--- src/rtl/mips_pkg.sv ---
// Shared MIPS encoding definitions: op classes, opcodes, field positions, encoder states.
// Build macro INSTR_ENC_ERR_CHECK_EN adds the ERR state used to trap illegal op classes.
package mips_pkg;

  typedef enum logic [2:0] {
    OP_R   = 3'd0,
    OP_J   = 3'd1,
    OP_JAL = 3'd2,
    OP_BEQ = 3'd3,
    OP_LW  = 3'd4,
    OP_SW  = 3'd5
  } op_class_e;

  localparam logic [5:0] OPC_R   = 6'b000000;
  localparam logic [5:0] OPC_J   = 6'b000010;
  localparam logic [5:0] OPC_JAL = 6'b000011;
  localparam logic [5:0] OPC_BEQ = 6'b000100;
  localparam logic [5:0] OPC_LW  = 6'b100011;
  localparam logic [5:0] OPC_SW  = 6'b101011;

  localparam int OPC_LSB    = 26;
  localparam int RS_LSB     = 21;
  localparam int RT_LSB     = 16;
  localparam int RD_LSB     = 11;
  localparam int SHAMT_LSB  = 6;
  localparam int FUNCT_LSB  = 0;
  localparam int IMM_LSB    = 0;
  localparam int TARGET_LSB = 0;

  typedef enum logic [1:0] {
    ST_IDLE = 2'd0,
    ST_FULL = 2'd1
`ifdef INSTR_ENC_ERR_CHECK_EN
    , ST_ERR = 2'd2
`endif
  } enc_state_e;

  function automatic logic op_legal(input logic [2:0] op);
    return op < 3'd6;
  endfunction

endpackage

--- src/rtl/instr_pack.sv ---
// Combinational packer: op class plus register/immediate fields -> 32-bit MIPS word.
// Op classes outside the legal set produce an all-zero word (nop).
module instr_pack
  import mips_pkg::*;
(
  input  logic [2:0]  op,
  input  logic [4:0]  rs,
  input  logic [4:0]  rt,
  input  logic [4:0]  rd,
  input  logic [4:0]  shamt,
  input  logic [5:0]  funct,
  input  logic [15:0] imm,
  input  logic [25:0] target,
  output logic [31:0] word
);

  always_comb begin
    word = '0;
    case (op)
      OP_R: begin
        word[OPC_LSB +: 6]   = OPC_R;
        word[RS_LSB +: 5]    = rs;
        word[RT_LSB +: 5]    = rt;
        word[RD_LSB +: 5]    = rd;
        word[SHAMT_LSB +: 5] = shamt;
        word[FUNCT_LSB +: 6] = funct;
      end
      OP_J, OP_JAL: begin
        word[OPC_LSB +: 6]     = (op == OP_J) ? OPC_J : OPC_JAL;
        word[TARGET_LSB +: 26] = target;
      end
      OP_BEQ, OP_LW, OP_SW: begin
        word[OPC_LSB +: 6]  = (op == OP_BEQ) ? OPC_BEQ : ((op == OP_LW) ? OPC_LW : OPC_SW);
        word[RS_LSB +: 5]   = rs;
        word[RT_LSB +: 5]   = rt;
        word[IMM_LSB +: 16] = imm;
      end
      default: word = '0;
    endcase
  end

endmodule

--- src/rtl/instr_encoder.sv ---
// Instruction encoder: one-entry output register with pass-through drain and a wrapping
// word-address counter. Build macro INSTR_ENC_ERR_CHECK_EN traps illegal op classes in ERR.
module instr_encoder
  import mips_pkg::*;
#(
  parameter int ADDR_W    = 8,
  parameter int BASE_ADDR = 0
) (
  input  logic              clk,
  input  logic              reset,
  input  logic              in_valid,
  output logic              in_ready,
  input  logic [2:0]        in_op,
  input  logic [4:0]        in_rs,
  input  logic [4:0]        in_rt,
  input  logic [4:0]        in_rd,
  input  logic [4:0]        in_shamt,
  input  logic [5:0]        in_funct,
  input  logic [15:0]       in_imm,
  input  logic [25:0]       in_target,
  output logic              out_valid,
  input  logic              out_ready,
  output logic [ADDR_W-1:0] out_addr,
  output logic [31:0]       out_data,
`ifdef INSTR_ENC_ERR_CHECK_EN
  output logic              err,
`endif
  output logic              out_wrap
);

  localparam logic [ADDR_W-1:0] BASE = ADDR_W'(BASE_ADDR);

`ifdef INSTR_ENC_ERR_CHECK_EN
  localparam enc_state_e ST_TRAP = ST_ERR;
`else
  localparam enc_state_e ST_TRAP = ST_FULL;
`endif

  enc_state_e        state_reg, state_next;
  logic [31:0]       data_reg;
  logic [31:0]       packed_word;
  logic [ADDR_W-1:0] addr_reg;
  logic              wrap_reg;
  logic              accept;
  logic              drain;
  logic              illegal;

  instr_pack u_pack (
    .op     (in_op),
    .rs     (in_rs),
    .rt     (in_rt),
    .rd     (in_rd),
    .shamt  (in_shamt),
    .funct  (in_funct),
    .imm    (in_imm),
    .target (in_target),
    .word   (packed_word)
  );

  assign accept = in_valid & in_ready;
  assign drain  = out_valid & out_ready;

`ifdef INSTR_ENC_ERR_CHECK_EN
  assign illegal = ~op_legal(in_op);
`else
  assign illegal = 1'b0;
`endif

  always_ff @(posedge clk) begin
    if (reset) state_reg <= ST_IDLE;
    else       state_reg <= state_next;
  end

  // A drain in the same cycle as an illegal accept empties the output before ERR.
  always_comb begin
    state_next = state_reg;
    case (state_reg)
      ST_IDLE, ST_FULL: begin
        if (accept)     state_next = illegal ? ST_TRAP : ST_FULL;
        else if (drain) state_next = ST_IDLE;
      end
      default: state_next = state_reg;
    endcase
  end

  always_comb begin
    out_valid = 1'b0;
    in_ready  = 1'b0;
    case (state_reg)
      ST_IDLE: in_ready = 1'b1;
      ST_FULL: begin
        out_valid = 1'b1;
        in_ready  = out_ready;
      end
      default: ;
    endcase
`ifdef INSTR_ENC_ERR_CHECK_EN
    err = (state_reg == ST_ERR);
`endif
  end

  always_ff @(posedge clk) begin
    if (reset) begin
      data_reg <= '0;
      addr_reg <= BASE;
      wrap_reg <= 1'b0;
    end else begin
      wrap_reg <= drain && (addr_reg == '1);
      if (drain)              addr_reg <= addr_reg + ADDR_W'(1);
      if (accept && !illegal) data_reg <= packed_word;
    end
  end

  assign out_data = data_reg;
  assign out_addr = addr_reg;
  assign out_wrap = wrap_reg;

endmodule

--- config.mk ---
export PLATFORM = sky130hd
export DESIGN_NAME = instr_encoder
export DESIGN_NICKNAME = d
export VERILOG_FILES = /design/src/rtl/mips_pkg.sv /design/src/rtl/instr_pack.sv /design/src/rtl/instr_encoder.sv
export SDC_FILE = /design/constraint.sdc
export NUM_CORES = 1
export LEC_CHECK = 0
export ABC_AREA = 1
export CAP_MARGIN = 20
export CORE_AREA = 2 2 95 97
export DETAILED_ROUTE_END_ITERATION = 8
export DIE_AREA = 0 0 97 99
export GPL_ROUTABILITY_DRIVEN = 0
export PLACE_DENSITY_LB_ADDON = 0.12
export SETUP_SLACK_MARGIN = 0.1
export SYNTH_ARGS = -nofsm -noshare
export SYNTH_HDL_FRONTEND = slang
export SYNTH_SLANG_ARGS = --single-unit
--- constraint.sdc ---
create_clock -name clk -period 2 [get_ports clk]
set_input_delay 0.4 -clock clk [delete_from_list [all_inputs] [get_ports clk]]
set_output_delay 0.4 -clock clk [all_outputs]
set_load 0.02 [all_outputs]
==> out/metrics.yaml, run 1 <==
floorplan:
  rows: 34
  io_pins: 118
  die_h_microns: 99
  die-area_sq_um: 9603
  die_w_microns: 97
  core_area_sq_um: 8551
  initial_core_util: 0.2948
routing:
  wl_microns: 8022
  post_drt_wl_per_cell_microns: 14.40
  dr.pass1.iters: 4
  drtIter0Drc: 145
  highest_layer: "met4"
  wl_met3_microns: 513
  drcViolationCount: 0
  met1_length_microns: 3596
  dr_wl_met2_microns: 3818
  postRouteAntennaNets: 0
  avgViaCountPerCell: 4.926
  vias: 2744
clocking:
  clockBufferDepth: 2
  cts_tree: "yes"
  cts_root_buffer: "clkbuf_8"
  cts-resized-gates: 1
  cts_sinks: 41
  clkTransAtPathRegs_ns: 0.08
  clk_latency_ns: 0.29
  postCtsHoldBufs: 0
  post_cts_buffers: 0
  cts_inserted_buffers: 5
  htree_levels: 2
synthesis:
  synth_edf_count: 0
  yosys_warnings: 0
  ys_seq_area_frac: 0.3256
  synthesis.nets: 412
  synth.distinct_cells: 26
  ys.flop_type: "dfxtp_1"
  synth_area_sq_um: 2521
  synth_cells: 336
  syn_area_per_cell_sq_um: 7.503
  async_reset_ff_frac: 0
  synth-seq-cells: 41
cells_and_area:
  drive_above_1_share: 0.1759
  area_growth_pct: 54.64
  largest_reg_flops: 31
  fin_nets: 525
  fillers: 888
  antennaDiodeCount: 0
power:
  cellLeakagePower_uw: 0.001444
  powerDensity_nw_per_um2: 559.0
  ir_drop_mv: 0.2338
  finalPower_uw: 2179
placement:
  port_buffers: 116
  dp_hpwl_microns: 5885
worst_setup_path:
  cp.required_ns: 1.60
  cpLargestDelayFamily: "buffers and inverters"
  end_kind: "output port"
  cpPeakStageDelay_ns: 0.64
  cp-start-kind: "flop"
  path_buf_inv: 1
  path_class: "flop to output port"
  slowest_stage: "clkdlybuf4s50_1"
  crit_fanout: 6
  worstPathArrival_ns: 1.34
  crit_chain: "clkdlybuf4s50_1"
sta:
  report.final.slew_viol_count: 0
  setup_tns_ns: 0
  finalHoldViolCount: 0
  skew_ns: 0.005694
  setup-violations-final: 0
  rsz0062_at_grt: "no"
  fmax_mhz: 573.9
  worst_pin_slew_ns: 0.5381
  post-route-period-util: 0.8712
  fin_crit_ns: 1.742
  relSlewSlack: 0.6413
grt:
  grt_usage: 0.1694
  grt_pass1_wl_microns: 13450
  gr-total-overflow: 0
  grt_max_degree: 39
  grt_antenna_before_repair: 0
  grt_pass1_vias: 2728
status:
  status: "completed"
hold_path:
  holdCritPathClass: "primary input to flop"
flow_run:
  max_cap_viol_count: 0
metrics by stage:
stage | utilization | area, sq um | cells | hold slack (ns) | setup WS (ns)
after floorplan | - | 2521 | 336 | 0.5400 | 0.6485
after global placement | 0.4440 | 3796 | 550 | 0.4637 | 0.01861
after detailed placement | 0.4440 | 3796 | 550 | 0.4650 | 0.01603
after CTS | 0.4560 | 3899 | 557 | 0.2904 | 0.2394
after global routing | 0.4560 | 3899 | 557 | 0.3017 | 0.2197
final | 0.4560 | 3899 | 557 | 0.3036 | 0.2576
cells in the mapped netlist (2+ instances only):
| master | instances | area share |
|---|---|---|
| buf_4 | 4 | 0.012 |
| nand2_8 | 2 | 0.016 |
| o21ai_0 | 3 | 0.0060 |
| nand2_1 | 83 | 0.12 |
| nand3_1 | 62 | 0.12 |
| a21oi_2 | 26 | 0.090 |
| a21oi_1 | 10 | 0.020 |
| buf_12 | 2 | 0.016 |
| dfxtp_1 | 41 | 0.33 |
| buf_6 | 6 | 0.027 |
| inv_2 | 3 | 0.0045 |
| nand3_2 | 19 | 0.075 |
| buf_2 | 13 | 0.026 |
| nor3_1 | 4 | 0.0079 |
| nor2_1 | 10 | 0.015 |
| nand4_1 | 26 | 0.065 |
| clkbuf_1 | 2 | 0.0030 |
| inv_1 | 12 | 0.018 |
cells by family (layout without fill, tap and decap cells):
group | Yosys count | in the layout | synth area share
AOI/OAI and AO/OA | 41 | 41 | 0.1206
adders and majority gates | 1 | 1 | 0.004962
buffers and inverters | 43 | 156 | 0.1072
DFF | 41 | 41 | 0.3256
other | 1 | 1 | 0.001487
and+or+nand+nor | 209 | 209 | 0.4402
power by group:
group	total (uW)	internal, uW	switching, uW
combinational	641	325	316
clock	654	363	291
sequential	884	859	24.8
total	2180	1550	632
area by class of cell:
type                       count  area, sq um  share of cell area
multi-input combinational    252         1430              0.3668
timing repair buffer         134         1353              0.3469
inverter                      15        56.30             0.01444
tap                          108        135.1             0.03466
clock buffer                   5        68.82             0.01765
clock inverter                 2        35.03            0.008986
sequential                    41        820.8              0.2105
layer usage:
layer  track usage  vias to the layer above
li1              -                     1379
met3       0.03617                        9
met4       0.04117                        0
met1        0.2214                     1261
met5             0                        -
met2        0.2863                       95
layout by cell type (no fill, tap or decap):
cell type | synthesis | final
o21ai_1 | 1 | 1
inv_2 | 3 | 3
ha_1 | 1 | 1
buf_12 | 2 | 5
clkbuf_8 | 0 | 5
nand2_1 | 83 | 83
inv_1 | 12 | 12
a21oi_2 | 26 | 26
nor3_1 | 4 | 4
nand2_2 | 1 | 1
bufinv_16 | 0 | 1
clkinv_2 | 0 | 1
nand2_4 | 1 | 1
dlygate4sd2_1 | 0 | 1
a31oi_1 | 1 | 1
nand4_1 | 26 | 26
nor2_1 | 10 | 10
dfxtp_1 | 41 | 41
nand3_2 | 19 | 19
a21oi_1 | 10 | 10
conb_1 | 1 | 1
clkdlybuf4s50_1 | 0 | 114
nand3_1 | 62 | 62
nand2_8 | 2 | 2
buf_2 | 13 | 1
o21ai_0 | 3 | 3
nor2_8 | 1 | 1
buf_4 | 4 | 13
worst paths after layout:
path	startpoint	end	slack [ns]	depth (start not counted)
worst max-delay path	out_addr[4]	out_addr[4]	0.26	1
worst min-delay path	reset	out_addr[3]	0.30	2
worst max register to register	state_reg[0]	out_addr[6]	0.74	7
worst min register to register	out_data[27]	out_data[27]	0.47	2
Power figures use the tool's default switching activity.
==> run 2, diff against run 1 <==
- HOLD_SLACK_MARGIN: default -> 0.12
- MAX_ROUTING_LAYER: default -> met4
- PLACE_DENSITY: default -> 0.62
- PLACE_DENSITY_LB_ADDON: 0.12 -> default
==> out/metrics.yaml, run 2 (same netlist as run 1, synthesis figures left out) <==
sta:
  setup-violations-final: 0
  rsz0062_at_grt: "no"
  worst_pin_slew_ns: 0.5147
  skew_ns: 0.007278
  finalHoldViolCount: 0
  setup_tns_ns: 0
  timing.final.ws_setup_ns: 0.2412
  post-route-period-util: 0.8794
  relSlewSlack: 0.6569
  fin_crit_ns: 1.759
  report.final.slew_viol_count: 0
  fmax_mhz: 568.6
grt:
  grt_max_degree: 35
  grt_pass1_wl_microns: 12380
  grt_antenna_before_repair: 0
  grt_usage: 0.1613
  grt_pass1_vias: 2535
  gr-total-overflow: 0
routing:
  avgViaCountPerCell: 4.847
  dr.pass1.iters: 4
  drcViolationCount: 0
  vias: 2685
  postRouteAntennaNets: 0
  drtIter0Drc: 95
  wl_microns: 7594
  post_drt_wl_per_cell_microns: 13.71
clocking:
  clockBufferDepth: 2
  postCtsHoldBufs: 0
  htree_levels: 2
  post_cts_buffers: 0
  cts_root_buffer: "clkbuf_8"
  cts_tree: "yes"
  clkTransAtPathRegs_ns: 0.09
  clk_latency_ns: 0.30
  cts_sinks: 41
  cts_inserted_buffers: 5
  cts-resized-gates: 1
floorplan:
  rows: 34
  core_area_sq_um: 8551
  die-area_sq_um: 9603
  die_w_microns: 97
  initial_core_util: 0.2948
  io_pins: 118
  die_h_microns: 99
power:
  ir_drop_mv: 0.2921
  switching_share: 0.3107
  powerDensity_nw_per_um2: 537.6
  seq_power_share: 0.427
  finalPower_uw: 2066
  power_frac_comb: 0.304
  clkPwrFrac: 0.269
  cellLeakagePower_uw: 0.001409
  p_int_uw: 1424
  switchingPower_uw: 641.8
cells_and_area:
  final_common_cell: "clkdlybuf4s50_1"
  fin_util: 0.4494
  largest_reg_flops: 31
  antennaDiodeCount: 0
  final_cell_mix: "114 x clkdlybuf4s50_1, 83 x nand2_1, 62 x nand3_1"
  fillers: 892
  fin_nets: 521
  multiInputGateArea_sq_um: 1430
  area_growth_pct: 52.41
  seq_area_sq_um: 820.8
  drive_above_1_share: 0.1704
  instances_no_fill: 554
worst_setup_path:
  crit_chain: "clkdlybuf4s50_1"
  cpLargestDelayFamily: "buffers and inverters"
  cp-start-kind: "flop"
  path_buf_inv: 1
  cp.required_ns: 1.60
  worstPathArrival_ns: 1.36
  slowest_stage: "clkdlybuf4s50_1"
  crit_fanout: 6
  end_kind: "output port"
  path_class: "flop to output port"
  cpPeakStageDelay_ns: 0.64
flow_run:
  max_cap_viol_count: 0
placement:
  dp_hpwl_microns: 5648
  placed_cells: 546
  port_buffers: 116
  post-place-ws_ns: 0.01195
hold_path:
  holdCritPathClass: "primary input to flop"
status:
  status: "completed"
run 2: routing by layer:
metal / global-route usage / up-vias / share of wire
met1: 0.2049 / 1223 / 0.45
li1: - / 1377 / -
met4: 0.04009 / 0 / 0.011
met2: 0.2650 / 78 / 0.49
met3: 0.03191 / 7 / 0.048
met5: - / - / 0
run 2: layout make-up:
class / count / share of cell area
multi-input combinational: 252 / 0.3722
clock inverter: 3 / 0.005536
timing repair buffer: 130 / 0.3409
clock buffer: 5 / 0.01791
inverter: 15 / 0.01465
sequential: 41 / 0.2136
tap: 108 / 0.03517
run 2: metrics by stage:
step | hold WS [ns] | cell area (sq um)
floorplan | 0.5400 | 2521
global placement | 0.4566 | 3754
detailed placement | 0.4555 | 3754
CTS | 0.4311 | 3842
global route | 0.4560 | 3842
finish | 0.4326 | 3842
run 2: path summary, 6_finish.rpt:
| kind | from | endpoint | slack, ns | depth (start not counted) |
|---|---|---|---|---|
| worst min-delay path | reset | out_addr[5] | 0.43 | 4 |
| worst min register to register | out_data[29] | out_data[29] | 0.47 | 2 |
| worst max register to register | state_reg[0] | out_wrap | 0.67 | 6 |
| worst max-delay path | out_addr[4] | out_addr[4] | 0.24 | 1 |
run 2: power by group through the flow:
stage | Sequential (uW) | Combinational (uW) | Clock, uW
floorplan | 952 | 288 | 0
global placement | 900 | 631 | 0
detailed placement | 901 | 634 | 0
CTS | 882 | 636 | 577
global route | 887 | 681 | 601
finish | 882 | 628 | 556
